--- src/rtl/jt12_wrseq.sv ---
// YM2612-style register write sequencer: queues {part,reg,val} commands and
// plays them out as address/data toggle-strobe accesses with busy polling.
module jt12_wrseq #(
    parameter int GAP       = 4,
    parameter int BUSY_TO   = 255,
    parameter bit SKIP_ADDR = 1'b1
) (
    input  logic       clk,
    input  logic       rst_n,
    input  logic       cmd_valid,
    output logic       cmd_ready,
    input  logic       cmd_part,
    input  logic [7:0] cmd_reg,
    input  logic [7:0] cmd_val,
    input  logic       flush,
    output logic [1:0] addr,
    output logic [7:0] dout,
    output logic       write,
    input  logic       busy,
    output logic       idle,
    output logic [2:0] level,
    output logic       err_to
);

    typedef enum logic [2:0] {
        S_IDLE,
        S_ADDR,
        S_AGAP,
        S_DATA,
        S_DGAP,
        S_WBUSY
    } state_t;

    localparam logic [3:0] GAP_LAST = 4'(GAP - 1);
    localparam logic [7:0] TO_LAST  = 8'(BUSY_TO - 1);
    localparam logic [7:0] TO_MAX   = 8'(BUSY_TO);

    state_t state, state_nx;

    logic [16:0] mem [4];
    logic [1:0]  wr_ptr, rd_ptr;
    logic [2:0]  count;
    logic        push, pop;
    logic [16:0] head;
    logic        skip_hit;

    logic [3:0]  gap_cnt;
    logic [7:0]  to_cnt;
    logic [8:0]  last_addr;
    logic        last_valid;
    logic        cur_part;
    logic [7:0]  cur_reg, cur_val;

    logic        do_addr, do_data, to_hit, gap_done;

    assign head      = mem[rd_ptr];
    assign cmd_ready = (count != 3'd4);
    assign level     = count;
    assign push      = cmd_valid && cmd_ready && !flush;
    assign pop       = (state == S_IDLE) && (count != 3'd0) && !flush;
    assign skip_hit  = SKIP_ADDR && last_valid && (head[16:8] == last_addr);
    assign gap_done  = (gap_cnt == GAP_LAST);

    // Command FIFO; flush wins over a same-cycle push
    always_ff @(posedge clk) begin
        if (push) mem[wr_ptr] <= {cmd_part, cmd_reg, cmd_val};
    end

    always_ff @(posedge clk) begin
        if (!rst_n) begin
            wr_ptr <= 2'd0;
            rd_ptr <= 2'd0;
            count  <= 3'd0;
        end else if (flush) begin
            rd_ptr <= wr_ptr;
            count  <= 3'd0;
        end else begin
            if (push) wr_ptr <= wr_ptr + 2'd1;
            if (pop)  rd_ptr <= rd_ptr + 2'd1;
            count <= count + {2'b00, push} - {2'b00, pop};
        end
    end

    always_ff @(posedge clk) begin
        if (!rst_n) state <= S_IDLE;
        else        state <= state_nx;
    end

    always_comb begin
        state_nx = state;
        unique case (state)
            S_IDLE:  if (pop) state_nx = skip_hit ? S_DATA : S_ADDR;
            S_ADDR:  state_nx = S_AGAP;
            S_AGAP:  if (gap_done) state_nx = S_DATA;
            S_DATA:  state_nx = S_DGAP;
            S_DGAP:  if (gap_done) state_nx = S_WBUSY;
            S_WBUSY: if (!busy || to_cnt == TO_LAST) state_nx = S_IDLE;
            default: state_nx = S_IDLE;
        endcase
    end

    always_comb begin
        idle    = (state == S_IDLE) && (count == 3'd0);
        do_addr = (state == S_ADDR);
        do_data = (state == S_DATA);
        to_hit  = (state == S_WBUSY) && busy && (to_cnt == TO_LAST);
    end

    always_ff @(posedge clk) begin
        if (!rst_n) begin
            write      <= 1'b0;
            addr       <= 2'd0;
            dout       <= 8'd0;
            gap_cnt    <= 4'd0;
            to_cnt     <= 8'd0;
            last_addr  <= 9'd0;
            last_valid <= 1'b0;
            err_to     <= 1'b0;
            cur_part   <= 1'b0;
            cur_reg    <= 8'd0;
            cur_val    <= 8'd0;
        end else begin
            if (pop) begin
                cur_part <= head[16];
                cur_reg  <= head[15:8];
                cur_val  <= head[7:0];
            end
            if (do_addr) begin
                addr       <= {cur_part, 1'b0};
                dout       <= cur_reg;
                write      <= ~write;
                last_addr  <= {cur_part, cur_reg};
                last_valid <= 1'b1;
            end
            if (do_data) begin
                addr  <= {cur_part, 1'b1};
                dout  <= cur_val;
                write <= ~write;
            end
            if (do_addr || do_data)
                gap_cnt <= 4'd0;
            else if (state == S_AGAP || state == S_DGAP)
                gap_cnt <= gap_cnt + 4'd1;
            // Busy-wait budget restarts for every access
            if (state == S_DGAP)
                to_cnt <= 8'd0;
            else if (state == S_WBUSY && busy && to_cnt != TO_MAX)
                to_cnt <= to_cnt + 8'd1;
            if (to_hit) err_to <= 1'b1;
        end
    end

endmodule

--- config.mk ---
export PLATFORM = sky130hd
export DESIGN_NAME = jt12_wrseq
export DESIGN_NICKNAME = d
export VERILOG_FILES = /design/src/rtl/jt12_wrseq.sv
export SDC_FILE = /design/constraint.sdc
export NUM_CORES = 1
export LEC_CHECK = 0
export CAP_MARGIN = 20
export CORE_MARGIN = 3
export CORE_UTILIZATION = 30
export DETAILED_ROUTE_END_ITERATION = 6
export HOLD_SLACK_MARGIN = 0.15
export SYNTH_ARGS = -nofsm -noshare
export SYNTH_HDL_FRONTEND = slang
export SYNTH_SLANG_ARGS = --single-unit
--- constraint.sdc ---
create_clock -name clk -period 2.8 [get_ports clk]
set_clock_uncertainty 0.2 [all_clocks]
set_input_delay 0.84 -clock clk [delete_from_list [all_inputs] [get_ports clk]]
set_output_delay 0.84 -clock clk [all_outputs]
set_load 0.005 [all_outputs]
# ---- Word level (Yosys, flattened, before mapping)
# Memories as Yosys holds them, arrays and structs flattened. A register that Yosys moved wholly into a read port is not among the register bits.
# Cells that the tools add are included.
dict set report classes {
  add_sub_neg 6
  multipliers 0
  div 0
  n_lt_le_gt_ge 0
  n_eq_ne 14
  shift 0
  muxes 18
  bitwise 3
  n_reduce_logical 24
}
# op count
set op_table {}
lappend op_table {{case mux 3 bit (6 select lines)} 1}
lappend op_table {{2-to-1 mux 8 bit} 2}
lappend op_table {{2-to-1 mux 2 bit} 7}
lappend op_table {{2-to-1 mux 3 bit} 4}
lappend op_table {{== test 9 bit} 1}
lappend op_table {{logical AND 1 bit} 9}
lappend op_table {{adder 8 x 1 -> 8 bit, second input constant} 1}
lappend op_table {{== test 8 bit, second input constant} 1}
lappend op_table {{!= test 2 bit, second input constant} 4}
lappend op_table {{!= test 8 bit, second input constant} 1}
lappend op_table {{== test 3 x 2 -> 1 bit, second input constant} 2}
lappend op_table {{== test 3 bit, second input constant} 2}
lappend op_table {{logical NOT 3 bit} 2}
lappend op_table {{OR reduction 2 bit} 3}
lappend op_table {{adder 2 x 1 -> 2 bit, second input constant} 2}
lappend op_table {{adder 4 x 1 -> 4 bit, second input constant} 1}
lappend op_table {{== test 4 x 2 -> 1 bit, second input constant} 1}
lappend op_table {{2-to-1 mux 1 bit} 4}
lappend op_table {{AND reduction 4 bit} 1}
lappend op_table {{nonzero test 2 bit} 2}
lappend op_table {{adder 3 x 1 -> 3 bit} 1}
lappend op_table {{== test 3 x 1 -> 1 bit, second input constant} 1}
lappend op_table {{logical OR 1 bit} 3}
lappend op_table {{!= test 3 bit, second input constant} 1}
lappend op_table {{5 further kinds} 8}
dict set report word_totals {
  register_bits 61
  latchBits 0
  ramBits 68
  mem_bits_ro 0
  input_bits 22
  out_inout_bits 17
  word_cells 81
  n_memories 1
}
# name words word_bits rd rd_clocked_by_memory_dff write_ports line_no
set memory_table {}
lappend memory_table {mem 4 17 1 1 1 40} ;# logic [16:0] mem [4];

# ---- Longest topological paths before layout
# Gate-level depths: netlist of the first run.
dict set report logic_depth {
  depth_word 7
  depth_mapped 13
  depth_no_buf 12
}

# ---- Worst setup path after synthesis of the first run
# OpenSTA, ideal clock, no wires.
dict set report synth_path {
  path_kind {input-to-reg}
  start {input port flush}
  end {register count[2], in the netlist level[2]}
  setup_ns 0.115
  arrival_time_ns 2.681
  t_required_ns 2.485
  path_slack_ns -0.196
  stages 11
  path_buffers 1
  cell_sequence {or3_1 clkinv_1 buf_2 ha_1 inv_1 ha_1 inv_1 fa_1 xor2_1 xnor2_1 nor2_1}
}
dict set report synth_via {
  word_cells_on_any_way 6
  classes_between {add/sub: 2; reduce/logical: 4}
}
# element line_no
set synth_rtl {}
lappend synth_rtl {{from (decl)} 15} ;# input logic flush,
lappend synth_rtl {{logical NOT 1 bit} 60} ;# assign pop = (state == S_IDLE) && (count != 3'd0) && !flush;
lappend synth_rtl {{logical AND 1 bit} 60}
lappend synth_rtl {{named net pop} 43} ;# logic push, pop;
lappend synth_rtl {{subtractor 3 x 1 -> 3 bit} 80} ;# count <= count + {2'b00, push} - {2'b00, pop};
lappend synth_rtl {{to (signal assigned)} 80}
lappend synth_rtl {{to (decl)} 42} ;# logic [2:0] count;
# The timed path passes the listed nets, and every way through them passes these cells.
# A chain may end at the register's enable or synchronous reset.

# ---- Final worst setup path of the first run
dict set report layout_path {
  start {register state[2]}
  end {register count[2], in the netlist level[2]}
}
dict set report layout_via {
  elab_chain_len 4
}
# element line_no
set layout_lines {}
lappend layout_lines {{from (decl)} 38} ;# state_t state, state_nx;
lappend layout_lines {{from (signal assigned)} 86} ;# else state <= state_nx;
lappend layout_lines {{logical NOT 3 bit} 60}
lappend layout_lines {{logical AND 1 bit (2 in series)} 60}
lappend layout_lines {{subtractor 3 x 1 -> 3 bit} 80}
# Every way passes these cells.

==> metrics, run 1 <==
RSZ-0062 raised after global routing false; fin. max-slew vios 0; Fmax 378.8 MHz; Min-Delay Path Class register to register; CP arrival 2.76 ns; startpoint types register; power share of the sequential group 0.469; clk sinks 131; Overflow after GRT 0; P_sw 0.001010 W; DPL Wire Length 6.887 mm; global-route wire length before repair 17.15 mm; total power 0.004487 W; num ports 39; Slew HR 0.5668; via count 3190; Worst EP required 2.92 ns; Netlist cell types 48; Initial Util 0.3076; DIE AREA 19500 µm²; worst reg2reg startpoint state[2]; Slew @ Worst Pin 0.6334 ns; CTS Buf Count 17; Max IR drop VDD 0.0004506 V; Hold Crit Depth 2; port bufs 38; Static Leak 2.368 nW; most common cell after layout, fill and taps aside edfxtp_1; FFs w/ async S/R, synth 0; TritonCTS clock tree built; max reg flops 68; largest net degree at the start of global routing 52; register area share after synthesis 0.6165; post-placement cell count 673; GPL Wtd Cong 0.7362; Final setup viols 0; maxcap violations 0; R2R depth 11; number of diodes 0; register with the most flip-flops mem; EDFF count, synth 68; Root Buffer clkbuf_16; commonest cells after routing, fill and taps aside 68 x edfxtp_1, 65 x nand2_1, 63 x dfxtp_1; Period Utilization, post-route 0.9428; core area 17420 µm²; clock share of power 0.459; vias per std cell 4.518; Fin. Hold Viols 0; CP endpoint level[2]; Syn Nets 442; fin crit period 2.640 ns; H-tree depth 4; post-synthesis cell area 5358 µm²; Sw Share 0.2250; DP Area 6140 µm²; largest registers mem x68, last_addr x9; wire length per cell 14.58 µm; internal power 0.003477 W; NumNets Final 500; CP Launch Point state[2]; Final Cell Area 6733 µm²; Synth Area per Inst 13.07 µm²; layout cell share with drive strength beyond 1 0.1518; Main synth FF type edfxtp_1; residual DRC count 0; outcome finished, final reports clean; post-synthesis sequential element count 131; number of global-route vias before repair 3284; P&R area growth vs syn 25.67%; WS Path Type register to register; reg-to-reg endpoint level[2]; Detail Route Antenna Nets 0; Cells after Synth 410; WL final 10.29 mm; Worst setup EP type register; Die Width 139.6 µm; Finished Layout Cells 706; First-pass DRT Iterations 4; Post-Route Utilization 0.3866; power per cell area 666.5 nW/µm²; clock latency on the worst-skew pair 0.43 ns; slack of the worst reg-to-reg path 0.16 ns; initial antenna violation count 0; die height 139.6 µm; Yosys warning total 0; clk slew on worst S/H paths 0.06 ns; Total GRT Usage 0.1140; power share of the combinational group 0.073; clk buf depth 2; drt initial violations 177; row count 48; CP Max Fanout 2
-- layout make-up --
cell class                      count  area (µm²)
Fill cell                        1651       10680
Sequential cell                   131        3303
Multi-Input combinational cell    250        1966
Timing Repair Buffer               58       585.6
Clock buffer                       19       442.9
Tap cell                          225       281.5
Clock inverter                     13       111.4
Inverter                           10       42.54
-- synthesized netlist by cell type, types with 2 or more instances --
cell,count,area (µm²)
xnor2_1,7,61.31
nand4_1,3,18.77
buf_2,5,25.02
clkbuf_1,11,41.29
mux4_2,13,292.8
nor3_1,3,15.01
buf_1,2,7.510
or3_1,2,12.51
a211oi_1,3,22.52
mux2i_1,18,180.2
o21a_1,3,22.52
inv_1,9,33.78
ha_1,9,112.6
o211a_1,9,90.09
edfxtp_1,68,2042
dfxtp_1,63,1261
nand2_1,65,244.0
a21oi_1,5,25.02
o21ai_0,5,25.02
nor2_1,17,63.81
and2_1,9,56.30
nand3_1,4,20.02
mux4_1,4,105.1
a21boi_0,20,150.1
nor2b_1,16,100.1
xor2_1,15,131.4
-- routing by layer --
metal | up-vias | wire length [µm] | global-route usage
met1 | 1528 | 5012 | 0.1504
met5 | - | 0 | 0
met2 | 60 | 4699 | 0.1712
li1 | 1592 | - | -
met4 | 0 | 154 | 0.05048
met3 | 10 | 428 | 0.03849
-- worst max-delay path, stage by stage, from the launching register on --
cell	delay (ns)
dfxtp_1	0.30
or3_1	0.41
or3_4	0.42
clkinv_4	0.05
ha_1	0.22
inv_1	0.06
ha_1	0.13
inv_1	0.05
fa_2	0.34
xor2_2	0.16
xnor2_1	0.14
nor2_1	0.06
-- cells by family (layout without fill, tap and decap cells) --
kind of cell / count (synthesis) / in the layout / synth area share
flip-flops: 131 / 131 / 0.6165
XOR/XNOR: 22 / 22 / 0.03597
buffers and inverters: 29 / 100 / 0.02289
AND/OR/NAND/NOR: 130 / 130 / 0.1154
multiplexers: 35 / 35 / 0.1079
adder cells (fa/ha/maj): 10 / 10 / 0.02476
AO/OA/AOI/OAI: 53 / 53 / 0.07660
-- how the worst min path moves through the flow --
stage	start	endpoint	slack (ns)
after CTS	addr[1]	addr[1]	0.27
final	addr[1]	addr[1]	0.26
after floorplan	last_valid	last_valid	0.24
after global placement	last_valid	last_valid	0.25
after global routing	last_valid	last_valid	0.30
after detailed placement	cur_val[2]	cur_val[2]	0.26
-- power by group through the flow --
| stage | Clock (W) | Sequential [W] | Combinational (W) |
|---|---|---|---|
| after floorplan | 0 | 0.00213 | 0.000198 |
| after global placement | 0 | 0.00214 | 0.000322 |
| after detailed placement | 0 | 0.00214 | 0.000329 |
| after CTS | 0.00211 | 0.00210 | 0.000333 |
| after global routing | 0.00220 | 0.00211 | 0.000359 |
| final | 0.00206 | 0.00210 | 0.000326 |
-- what timing repair did --
| item | 4_1_cts | 5_1_grt |
|---|---|---|
| hold endpoints to repair | 0 | 0 |
| hold buffers | 0 | 0 |
| buffers inserted | 1 | 0 |
| setup endpoints to repair | 1 | 1 |
| gates resized for setup | 6 | 2 |
| pin swaps | 1 | 1 |
-- stage by stage --
step / setup WS, ns / hold WS (ns) / TNS (ns)
3_5_place_dp: -0.3888 / 0.2601 / -0.6137
5_1_grt: 0.05058 / 0.2961 / 0
3_3_place_gp: -0.3161 / 0.2476 / -0.5082
2_1_floorplan: 0.01541 / 0.2403 / 0
6_report: 0.1600 / 0.2611 / 0
4_1_cts: 0.06284 / 0.2681 / 0
Note: power is estimated with default switching activity, not from simulation.
==> run 2, diff against run 1 <==
--- a/config.mk
+++ b/config.mk
@@ -6,7 +6,6 @@
 export NUM_CORES = 1
 export LEC_CHECK = 0
 export CAP_MARGIN = 20
-export CORE_MARGIN = 3
 export CORE_UTILIZATION = 30
 export DETAILED_ROUTE_END_ITERATION = 6
 export HOLD_SLACK_MARGIN = 0.15
==> run 2 against run 1 <==
  * Register-to-register slack about the same
  * Sequential power barely moved
  * Via count grew 0.53%
  * Maximum frequency increased by 0.12%
  * Global-route usage rose by 0.78 points
  * Count of clock-buffer cells in the layout down 2
  * Clock power rose by 9%
  * Power rose by 4.5%
  * Largest power group is now the clock network
  * Utilization is 0.75 points higher
  * Die area is 5.6% lower
  * Setup slack better by 0.0031 ns
  * Worst hold slack improved by 0.0042 ns
==> metrics, run 2 (same netlist as run 1, synthesis figures left out) <==
outcome finished, final reports clean; Die Width 135.6 µm; commonest cells after routing, fill and taps aside 68 x edfxtp_1, 65 x nand2_1, 60 x dfxtp_1; Static Leak 2.430 nW; layout cell share with drive strength beyond 1 0.1701; Final setup viols 0; Fmax 379.2 MHz; DIE AREA 18400 µm²; row count 48; wire length per cell 14.65 µm; P&R area growth vs syn 27.67%; core area 17360 µm²; clk sinks 131; First-pass DRT Iterations 4; num ports 39; port bufs 38; fin crit period 2.637 ns; DP Area 6147 µm²; NumNets Final 501; CP Max Fanout 2; Slew HR 0.5234; Min-Delay Path Class register to register; RSZ-0062 raised after global routing false; largest registers mem x68, last_addr x9; Worst EP required 2.90 ns; delay-heaviest family, CP simple AND/OR/NAND/NOR gates; startpoint types register; Final Cell Area 6840 µm²; number of diodes 0; global-route wire length before repair 16.77 mm; H-tree depth 4; Post-Route Utilization 0.3941; Overflow after GRT 0; Worst setup EP type register; most common cell after layout, fill and taps aside edfxtp_1; WS Path Type register to register; initial antenna violation count 0; via count 3207; Initial Util 0.3087; vias per std cell 4.536; max reg flops 68; post-placement cell count 674; residual DRC count 0; Filler Cell Count 1609; die height 135.6 µm; GPL Wtd Cong 0.7814; largest net degree at the start of global routing 52; total power 0.004690 W; clock latency on the worst-skew pair 0.41 ns; register area 3309 µm²; slowest stage delay, CP 0.42 ns; Max IR drop VDD 0.0004609 V; clk buf depth 2; footprint of the multi-input gates 1976 µm²; Finished Layout Cells 707; maxcap violations 0; drt initial violations 138; Total GRT Usage 0.1218; Slew @ Worst Pin 0.6969 ns; Fin. Hold Viols 0; Period Utilization, post-route 0.9417; Root Buffer clkbuf_16; CP arrival 2.73 ns; power per cell area 685.6 nW/µm²; Detail Route Antenna Nets 0; WL final 10.36 mm; TritonCTS clock tree built; fin. max-slew vios 0; DPL Wire Length 6.810 mm; Slowest-stage cell, CP or3_4; clk slew on worst S/H paths 0.05 ns; CP Buf/Inv Count 3; CTS Buf Count 17; crit path cell chain or3_4 -> or3_4 -> clkinv_4 -> ha_1 -> inv_1 -> ha_1 -> inv_1 -> fa_2 -> xor2_2 -> xnor2_1 -> nor2_1; register with the most flip-flops mem; number of global-route vias before repair 3307
## run 2: repair_timing
action / 4_1_cts / 5_1_grt
buffers inserted: 0 / 0
gates resized for setup: 6 / 11
setup endpoints to repair: 1 / 2
hold buffers: 0 / 0
pin swaps: 0 / 3
hold endpoints to repair: 0 / 0
gates cloned: 0 / 1
## run 2: worst paths after layout
path | depth (start not counted) | from | slack [ns] | to
setup / recovery | 11 | state[2] | 0.16 | level[2]
hold / removal | 1 | err_to | 0.27 | err_to
setup reg to reg | 11 | state[2] | 0.16 | level[2]
hold reg to reg | 1 | err_to | 0.27 | err_to
## run 2: worst reg2reg max path: stages (launching register included)
cell and delay, ns:
dfxtp_1 0.32, or3_4 0.40, or3_4 0.42, clkinv_4 0.05, ha_1 0.22, inv_1 0.06
ha_1 0.13, inv_1 0.05, fa_2 0.35, xor2_2 0.16, xnor2_1 0.13, nor2_1 0.06
## run 2: area by class of cell
class	count	area share
sequential	131	0.4838
clock inverter	15	0.02616
clock buffer	17	0.06219
multi-input combinational	250	0.2888
tap	225	0.04116
inverter	10	0.006219
timing repair buffer	59	0.09164
## run 2: where the power goes
group / internal, W / switching (W) / leakage [nW]
logic: 0.000175 / 0.000160 / 1.00
registers: 0.00207 / 0.0000320 / 1.13
clock network: 0.00141 / 0.000844 / 0.298
total: 0.00365 / 0.00104 / 2.43
## run 2: routing by layer
metal,wire [µm],global-route usage,share of wire,vias up
met5,0,0,0,-
met4,91,0.04057,0.0088,0
met3,449,0.04377,0.043,8
met2,4825,0.1908,0.47,69
met1,4995,0.1550,0.48,1538
li1,-,-,-,1592
## run 2: metrics by stage
step                hold slack (ns)  TNS (ns)  worst slack, ns
floorplan                    0.2403         0          0.01541
global placement             0.2489   -0.5047          -0.3141
detailed placement           0.2586   -0.5864          -0.3690
CTS                          0.2703         0          0.01364
global route                 0.2809         0          0.03463
finish                       0.2653         0           0.1632
